[config.mk]
export PLATFORM = sky130hd
export DESIGN_NAME = regfile_wb_arbiter
export DESIGN_NICKNAME = d
export VERILOG_FILES = /design/src/rtl/regfile_wb_arbiter_pkg.sv /design/src/rtl/rr_arb2.sv /design/src/rtl/regfile_wb_arbiter.sv
export SDC_FILE = /design/constraint.sdc
export NUM_CORES = 1
export LEC_CHECK = 0
export BUFFER_PORTS_ARGS = -buffer_cell sky130_fd_sc_hd__buf_2
export CORE_MARGIN = 1
export CORE_UTILIZATION = 46
export DETAILED_ROUTE_END_ITERATION = 10
export HOLD_SLACK_MARGIN = 0.12
export PLACE_DENSITY = 0.89
export SLEW_MARGIN = 20
export SYNTH_ARGS = -nofsm -noshare
export SYNTH_HDL_FRONTEND = slang
export SYNTH_SLANG_ARGS = --single-unit
[constraint.sdc]
create_clock -name clk -period 1.65 [get_ports clk]
set_input_delay 0.33 -clock clk [delete_from_list [all_inputs] [get_ports clk]]
set_output_delay 0.33 -clock clk [all_outputs]
set_load 0.02 [all_outputs]
[src/rtl/regfile_wb_arbiter_pkg.sv]
// Shared types and defaults for the register-file write-back arbiter.
// Requester encodings double as the round-robin last-grant pointer values.
package regfile_wb_arbiter_pkg;

  localparam int DEF_DATA_W = 16;
  localparam int DEF_ADDR_W = 4;
  localparam int NUM_REGS   = 2 ** DEF_ADDR_W;

  typedef enum logic {
    REQ_ALU = 1'b0,
    REQ_LD  = 1'b1
  } req_e;

  // Ties go to whichever side was not granted last.
  function automatic logic [1:0] rr_pick(
    input logic [1:0] req,
    input req_e       last
  );
    logic [1:0] pick;
    pick = req;
    if (req == 2'b11) begin
      pick = (last == REQ_ALU) ? 2'b10 : 2'b01;
    end
    return pick;
  endfunction

endpackage

[src/rtl/rr_arb2.sv]
// Two-way round-robin arbiter with a last-grant pointer register.
// req[0]/gnt[0] is REQ_ALU, req[1]/gnt[1] is REQ_LD.
module rr_arb2
  import regfile_wb_arbiter_pkg::*;
(
  input  logic       clk,
  input  logic       reset,
  input  logic       block,
  input  logic [1:0] req,
  output logic [1:0] gnt
);

  req_e last;

  always_comb begin
    gnt = 2'b00;
    if (!reset && !block) begin
      gnt = rr_pick(req, last);
    end
  end

  // A grant is always an accept: grants only go to valid requesters.
  always_ff @(posedge clk) begin
    if (reset) begin
      last <= REQ_ALU;
    end else if (gnt[1]) begin
      last <= REQ_LD;
    end else if (gnt[0]) begin
      last <= REQ_ALU;
    end
  end

endmodule

[src/rtl/regfile_wb_arbiter.sv]
// Write-back arbiter for the register file write port, plus the
// pending-write scoreboard decode uses for RAW stalls.
module regfile_wb_arbiter
  import regfile_wb_arbiter_pkg::*;
#(
  parameter int DATA_W = DEF_DATA_W,
  parameter int ADDR_W = DEF_ADDR_W
) (
  input  logic                 clk,
  input  logic                 reset,
  input  logic                 alu_valid,
  output logic                 alu_ready,
  input  logic [ADDR_W-1:0]    alu_addr,
  input  logic [DATA_W-1:0]    alu_data,
  input  logic                 ld_valid,
  output logic                 ld_ready,
  input  logic [ADDR_W-1:0]    ld_addr,
  input  logic [DATA_W-1:0]    ld_data,
  input  logic                 rd2_claim,
  input  logic                 rsv_valid,
  input  logic [ADDR_W-1:0]    rsv_addr,
  output logic                 rf_regwrite,
  output logic [ADDR_W-1:0]    rf_waddr,
  output logic [DATA_W-1:0]    rf_wd,
  output logic                 rf_port_busy,
  output logic [2**ADDR_W-1:0] pending
);

  localparam int NREG = 2 ** ADDR_W;

  logic [1:0]        gnt;
  logic [ADDR_W-1:0] sel_addr;
  logic [DATA_W-1:0] sel_data;
  logic [NREG-1:0]   pend_nxt;

  rr_arb2 u_arb (
    .clk   (clk),
    .reset (reset),
    .block (rd2_claim),
    .req   ({ld_valid, alu_valid}),
    .gnt   (gnt)
  );

  assign alu_ready    = gnt[0];
  assign ld_ready     = gnt[1];
  assign rf_port_busy = rf_regwrite;

  always_comb begin
    sel_addr = alu_addr;
    sel_data = alu_data;
    if (gnt[1]) begin
      sel_addr = ld_addr;
      sel_data = ld_data;
    end
  end

  // r0 writes complete the handshake but never reach the file.
  always_ff @(posedge clk) begin
    if (reset) begin
      rf_regwrite <= 1'b0;
      rf_waddr    <= '0;
      rf_wd       <= '0;
    end else if (|gnt) begin
      rf_regwrite <= (sel_addr != '0);
      rf_waddr    <= sel_addr;
      rf_wd       <= sel_data;
    end else begin
      rf_regwrite <= 1'b0;
    end
  end

  // Set after clear: a fresh reservation outlives the old commit.
  always_comb begin
    pend_nxt = pending;
    if (rf_regwrite) begin
      pend_nxt[rf_waddr] = 1'b0;
    end
    if (rsv_valid && (rsv_addr != '0)) begin
      pend_nxt[rsv_addr] = 1'b1;
    end
    pend_nxt[0] = 1'b0;
  end

  always_ff @(posedge clk) begin
    if (reset) begin
      pending <= '0;
    end else begin
      pending <= pend_nxt;
    end
  end

endmodule

==> impl_metrics.py, run 1 <==
metrics = {
    "synth": {
        "yosysSeqAreaShare_pct": 39.6,
        "synthArstFlopShare_pct": 0,
        "yosysTopAreaCell": "dfxtp_1",
        "synth-seq-cells": 37,
        "ys_types": 30,
        "yosys_warnings": 0,
        "syn_avg_cell_area_um2": 8.69,
        "synth_nets": 265,
        "syn_inst": 215,
        "synth_common_cells": "37 x dfxtp_1, 24 x o21ai_1, 20 x nand4_1, 20 x nor3_1, 17 x a311oi_2",
        "ys_top_cells_by_area": "dfxtp_1 40%, a311oi_2 14%, nand4_1 6.7%",
        "synth_edf_count": 0,
        "yosysMostFrequentCell": "dfxtp_1",
        "synth_ff_type": "dfxtp_1",
        "synth.top_cell.area_share_pct": 39.6,
        "syn_area_um2": 1870,
    },
    "placement": {
        "dp_hpwl_um": 3790,
        "io_buffers": 88,
        "place_inst": 341,
        "place.gp.congestion": 0.847,
        "pre_cts_slack_ns": 0.0539,
        "placed_area_um2": 2350,
    },
    "clock_network": {
        "cts_hold_buf": 0,
        "clk_pin_slew_ns": 0.08,
        "clock-sinks": 37,
        "cts_root_buf": "clkbuf_8",
        "htree_levels": 2,
        "cts_buffer_depth": 2,
        "clk_latency_ns": 0.29,
        "cts_buffers": 5,
        "cts_tree": "yes",
    },
    "layout": {
        "multi_input_area_um2": 1000,
        "area_delta_synth_final_pct": 31.1,
        "final_util_pct": 65.0,
        "num-nets-final": 352,
        "num_antenna_cells": 0,
        "seqCellArea_um2": 742,
        "drive_above_1_share_pct": 42.9,
        "nFillCells": 335,
        "design_area_um2": 2450,
        "fin_cells": 351,
    },
    "run_status": {
        "status": "complete, no violations",
    },
    "worst_setup_path": {
        "path_cells": "a211o_1, or2_1, inv_2, buf_6",
        "crit_path_start_kind": "flip-flop",
        "reg2regPathDepth": 5,
        "required_ns": 1.32,
        "worstSetupStartpoint": "u_arb.last",
        "critPathSlowestCell": "dfxtp_2",
        "endpoint": "ld_ready",
        "worstReg2RegStart": "u_arb.last",
        "timing.rr.end": "rf_wd[1]",
        "endpoint_kind": "output pin",
        "critical_path_class": "flip-flop to output pin",
        "r2r_slack_ns": 0.11,
        "slowest_delay_ns": 0.33,
        "critical_path.max_fanout": 3,
        "cp_data_arrival_time_ns": 1.28,
    },
    "grt": {
        "grt_max_degree": 37,
        "grt_pass1_wl_um": 8400,
        "grt_overflow_total": 0,
        "antenna_found_initial": 0,
        "globalRouteTotalUtil_pct": 25.7,
        "first_global_vias": 1881,
    },
    "die": {
        "io_pins": 90,
        "die_h_um": 65.7,
        "coreArea_um2": 3770,
        "rows": 22,
        "die-area_um2": 4320,
        "initial_utilization_pct": 49.6,
        "die_x_um": 65.7,
    },
    "run": {
        "max_cap_violations": 0,
    },
    "detailed_routing": {
        "wl_per_cell_um": 14.9,
        "drt_iter0_drc": 158,
        "drcViolationCount": 0,
        "vias": 2028,
        "antenna_left": 0,
        "wirelength_um": 5240,
        "drt_pass1_iterations": 4,
        "detail_route.vias_per_cell": 5.78,
    },
    "timing": {
        "fin_crit_sh_pct": 97.6,
        "final_max_slew_viol_count": 0,
        "finalSetupViolations": 0,
        "rsz0062_at_grt": "yes",
        "finalClockSkew_ns": 0.00662,
        "fin_ws_ns": 0.0397,
        "hold_viol": 0,
        "max_freq_ghz": 0.621,
        "min_period_ns": 1.61,
    },
    "power_and_ir_drop": {
        "p_per_area_nw_per_um2": 812,
        "p_clk_share_pct": 30.8,
        "p_comb_share_pct": 20.6,
        "vdd.ir_drop.worst_v": 0.000435,
        "swShare_pct": 30.0,
        "p_leak_nw": 1.02,
        "p_int_mw": 1.39,
        "power_frac_seq_pct": 48.6,
        "switchingPower_mw": 0.596,
        "power.total_mw": 1.99,
    },
    "hold_path": {
        "holdPathStages": 3,
        "timing.hold.worst.class": "input pin to flip-flop",
    },
}
==> stage by stage <==
step                      hold slack [ns]  setup TNS [ns]
after floorplan                     0.471               0
after global placement              0.457               0
after detailed placement            0.470               0
after CTS                           0.331               0
after global routing                0.341         -0.0246
final                               0.338               0
==> how the worst min path moves through the flow <==
stage,start,end
4_1_cts,ld_addr[1],rf_port_busy
3_5_place_dp,pending[15],pending[15]
5_1_grt,rsv_addr[3],pending[15]
3_3_place_gp,pending[8],pending[8]
2_1_floorplan,u_arb.last,u_arb.last
6_report,rsv_addr[3],pending[15]
==> power by group through the flow <==
stage / Clock [mW] / Combinational [mW] / Sequential [mW]
6_report: 0.612 / 0.410 / 0.968
5_1_grt: 0.669 / 0.442 / 0.973
4_1_cts: 0.622 / 0.405 / 0.967
3_5_place_dp: 0 / 0.402 / 0.986
3_3_place_gp: 0 / 0.394 / 0.986
2_1_floorplan: 0 / 0.196 / 1.03
==> state kept, by name, indices dropped and copies added (netlist names) <==
signal,count
rf_wd,16
pending,15
rf_waddr,4
rf_port_busy,1
u_arb.last,1
==> repair_timing <==
action                                  in CTS  in global routing
endpoints found under the hold margin        0                  0
pin swaps                                    1                  1
endpoints found under the setup margin       1                  2
buffers inserted                             1                  1
resized for setup                            3                  0
==> cell usage in the layout (no fill, tap or decap), drive strengths merged <==
master and n:
nor3b 1, or3b 2, nor2b 3, inv 2, nand4 20, buf 103, conb 1, clkbuf 6
a311oi 20, clkinv 2, dfxtp 37, nand3b 3, o32ai 1, nor2 3, nor3 20, and3 1
a21oi 15, nor4 2, nand2 13, nand2b 3, o21ai 35, and3b 2, nand3 5, or2 2
a211o 1
==> layer usage <==
layer | vias to the layer above | global-route usage [%] | share of wire (%)
met2 | 94 | 45.3 | 51
li1 | 990 | - | -
met4 | 0 | 8.15 | 1.2
met3 | 6 | 6.08 | 7.2
met5 | - | 0 | 0
met1 | 938 | 30.4 | 41
==> kinds of logic (layout without fill, tap and decap cells) <==
group | after synthesis | after routing | share of synthesized area, %
buffers and inverters | 25 | 113 | 6.89
DFF | 37 | 37 | 39.6
AOI/OAI and AO/OA | 72 | 72 | 29.4
other | 1 | 1 | 0.201
and+or+nand+nor | 80 | 80 | 23.9
==> area by class of cell <==
cell class / instances / share of cell area [%]
Multi-Input combinational cell: 153 / 40.8
Inverter: 2 / 0.306
Clock buffer: 6 / 2.96
Timing Repair Buffer: 103 / 22.8
Tap cell: 48 / 2.45
Sequential cell: 37 / 30.3
Clock inverter: 2 / 0.408
==> critical path: cells and delay by family, from the launching register on <==
family	cells	cell delay (ns)
buffers and inverters	2	0.16
AOI/OAI and AO/OA	1	0.26
DFF	1	0.33
and+or+nand+nor	1	0.23
(Power assumes the default switching activity.)
==> run 2, diff against run 1 <==
CTS_BUF_LIST = sky130_fd_sc_hd__clkbuf_16   (was unset)
==> impl_metrics.py, run 2 (same netlist as run 1, synthesis figures left out) <==
metrics = {
    "placement": {
        "placed_area_um2": 2350,
        "place.gp.congestion": 0.847,
        "dp_hpwl_um": 3790,
        "io_buffers": 88,
        "pre_cts_slack_ns": 0.0539,
    },
    "clock_network": {
        "clock-sinks": 37,
        "clk_latency_ns": 0.28,
        "cts_buffers": 5,
        "cts_tree": "yes",
        "cts_buffer_depth": 2,
        "htree_levels": 2,
        "clk_pin_slew_ns": 0.05,
        "cts_hold_buf": 0,
        "cts_root_buf": "clkbuf_16",
    },
    "layout": {
        "seqCellArea_um2": 742,
        "num-nets-final": 352,
        "num_antenna_cells": 0,
        "top_register": "rf_wd",
        "top_regs": "rf_wd: 16 flops, pending: 15 flops, rf_waddr: 4 flops",
        "layout_commonest_cell": "buf_2",
        "design_area_um2": 2510,
        "largest_reg_flops": 16,
        "final_util_pct": 66.5,
        "mostFrequentLayoutCells": "87 x buf_2, 36 x dfxtp_1, 24 x o21ai_1",
        "nFillCells": 330,
        "multi_input_area_um2": 1000,
        "area_delta_synth_final_pct": 34.1,
        "drive_above_1_share_pct": 42.9,
    },
    "grt": {
        "grt_overflow_total": 0,
        "antenna_found_initial": 0,
        "grt_max_degree": 37,
        "globalRouteTotalUtil_pct": 25.6,
        "grt_pass1_wl_um": 8370,
        "first_global_vias": 1879,
    },
    "worst_setup_path": {
        "endpoint_kind": "output pin",
        "critPathSlowestCell": "dfxtp_2",
        "required_ns": 1.32,
        "slowest_delay_ns": 0.33,
        "critical_path_class": "flip-flop to output pin",
        "cp_data_arrival_time_ns": 1.26,
        "path_cells": "a211o_1, or2_1, inv_2, buf_6",
        "critical_path.max_fanout": 3,
        "crit_path_start_kind": "flip-flop",
    },
    "die": {
        "coreArea_um2": 3770,
        "die-area_um2": 4320,
        "rows": 22,
        "io_pins": 90,
        "die_x_um": 65.7,
        "initial_utilization_pct": 49.6,
        "die_h_um": 65.7,
    },
    "power_and_ir_drop": {
        "p_per_area_nw_per_um2": 907,
        "p_leak_nw": 1.04,
        "power.total_mw": 2.27,
        "vdd.ir_drop.worst_v": 0.000551,
    },
    "detailed_routing": {
        "detail_route.vias_per_cell": 5.77,
        "antenna_left": 0,
        "wirelength_um": 5250,
        "vias": 2027,
        "drcViolationCount": 0,
        "drt_pass1_iterations": 4,
        "wl_per_cell_um": 14.9,
        "drt_iter0_drc": 170,
    },
    "timing": {
        "fin_ws_ns": 0.0592,
        "hold_ws_ns": 0.351,
        "hold_viol": 0,
        "min_period_ns": 1.59,
        "finalClockSkew_ns": 0.00412,
        "final_max_slew_viol_count": 0,
        "max_freq_ghz": 0.629,
        "finalSetupViolations": 0,
        "fin_crit_sh_pct": 96.4,
    },
    "hold_path": {
        "timing.hold.worst.class": "input pin to flip-flop",
    },
    "run_status": {
        "status": "complete, no violations",
    },
    "run": {
        "max_cap_violations": 0,
    },
}
-- run 2: metrics by stage --
stage               instances  setup TNS [ns]
detailed placement        341               0
global placement          341               0
finish                    351               0
floorplan                 215               0
global route              351       -0.000493
CTS                       350               0
-- run 2: layer usage --
layer | vias to the layer above | GRT usage [%] | wire, um
li1 | 992 | - | -
met1 | 942 | 30.4 | 2210
met2 | 88 | 44.8 | 2650
met3 | 5 | 6.08 | 337
met4 | 0 | 8.15 | 49
met5 | - | 0 | 0
-- run 2: final timing paths --
check	cells after the start	to	slack, ns	startpoint
worst max-delay path	4	ld_ready	0.06	u_arb.last
worst min-delay path	3	rf_port_busy	0.35	ld_addr[1]
worst max register to register	5	rf_wd[1]	0.11	u_arb.last
worst min register to register	2	pending[10]	0.48	pending[10]
-- run 2: worst max-delay path, delay by kind of cell (launching register included) --
kind            cells  cell delay (ns)
compound gates      1             0.26
buf+inv             2             0.16
flops               1             0.33
simple gates        1             0.23
-- run 2: cell type report --
type | instances | area share [%]
inverter | 2 | 0.299
multi-input combinational | 153 | 39.9
clock inverter | 3 | 0.549
timing repair buffer | 103 | 22.3
sequential | 37 | 29.6
tap | 48 | 2.40
clock buffer | 5 | 4.99
-- run 2: power breakdown --
part | switching [mW] | internal (mW)
Clock | 0.347 | 0.548
Combinational | 0.247 | 0.163
Sequential | 0.0301 | 0.939
Total | 0.624 | 1.65
-- run 2: what timing repair did --
item,CTS,global route
resized for setup,1,2
buffers inserted,1,1
endpoints found under the setup margin,1,3
pin swaps,1,1
cloned,0,0
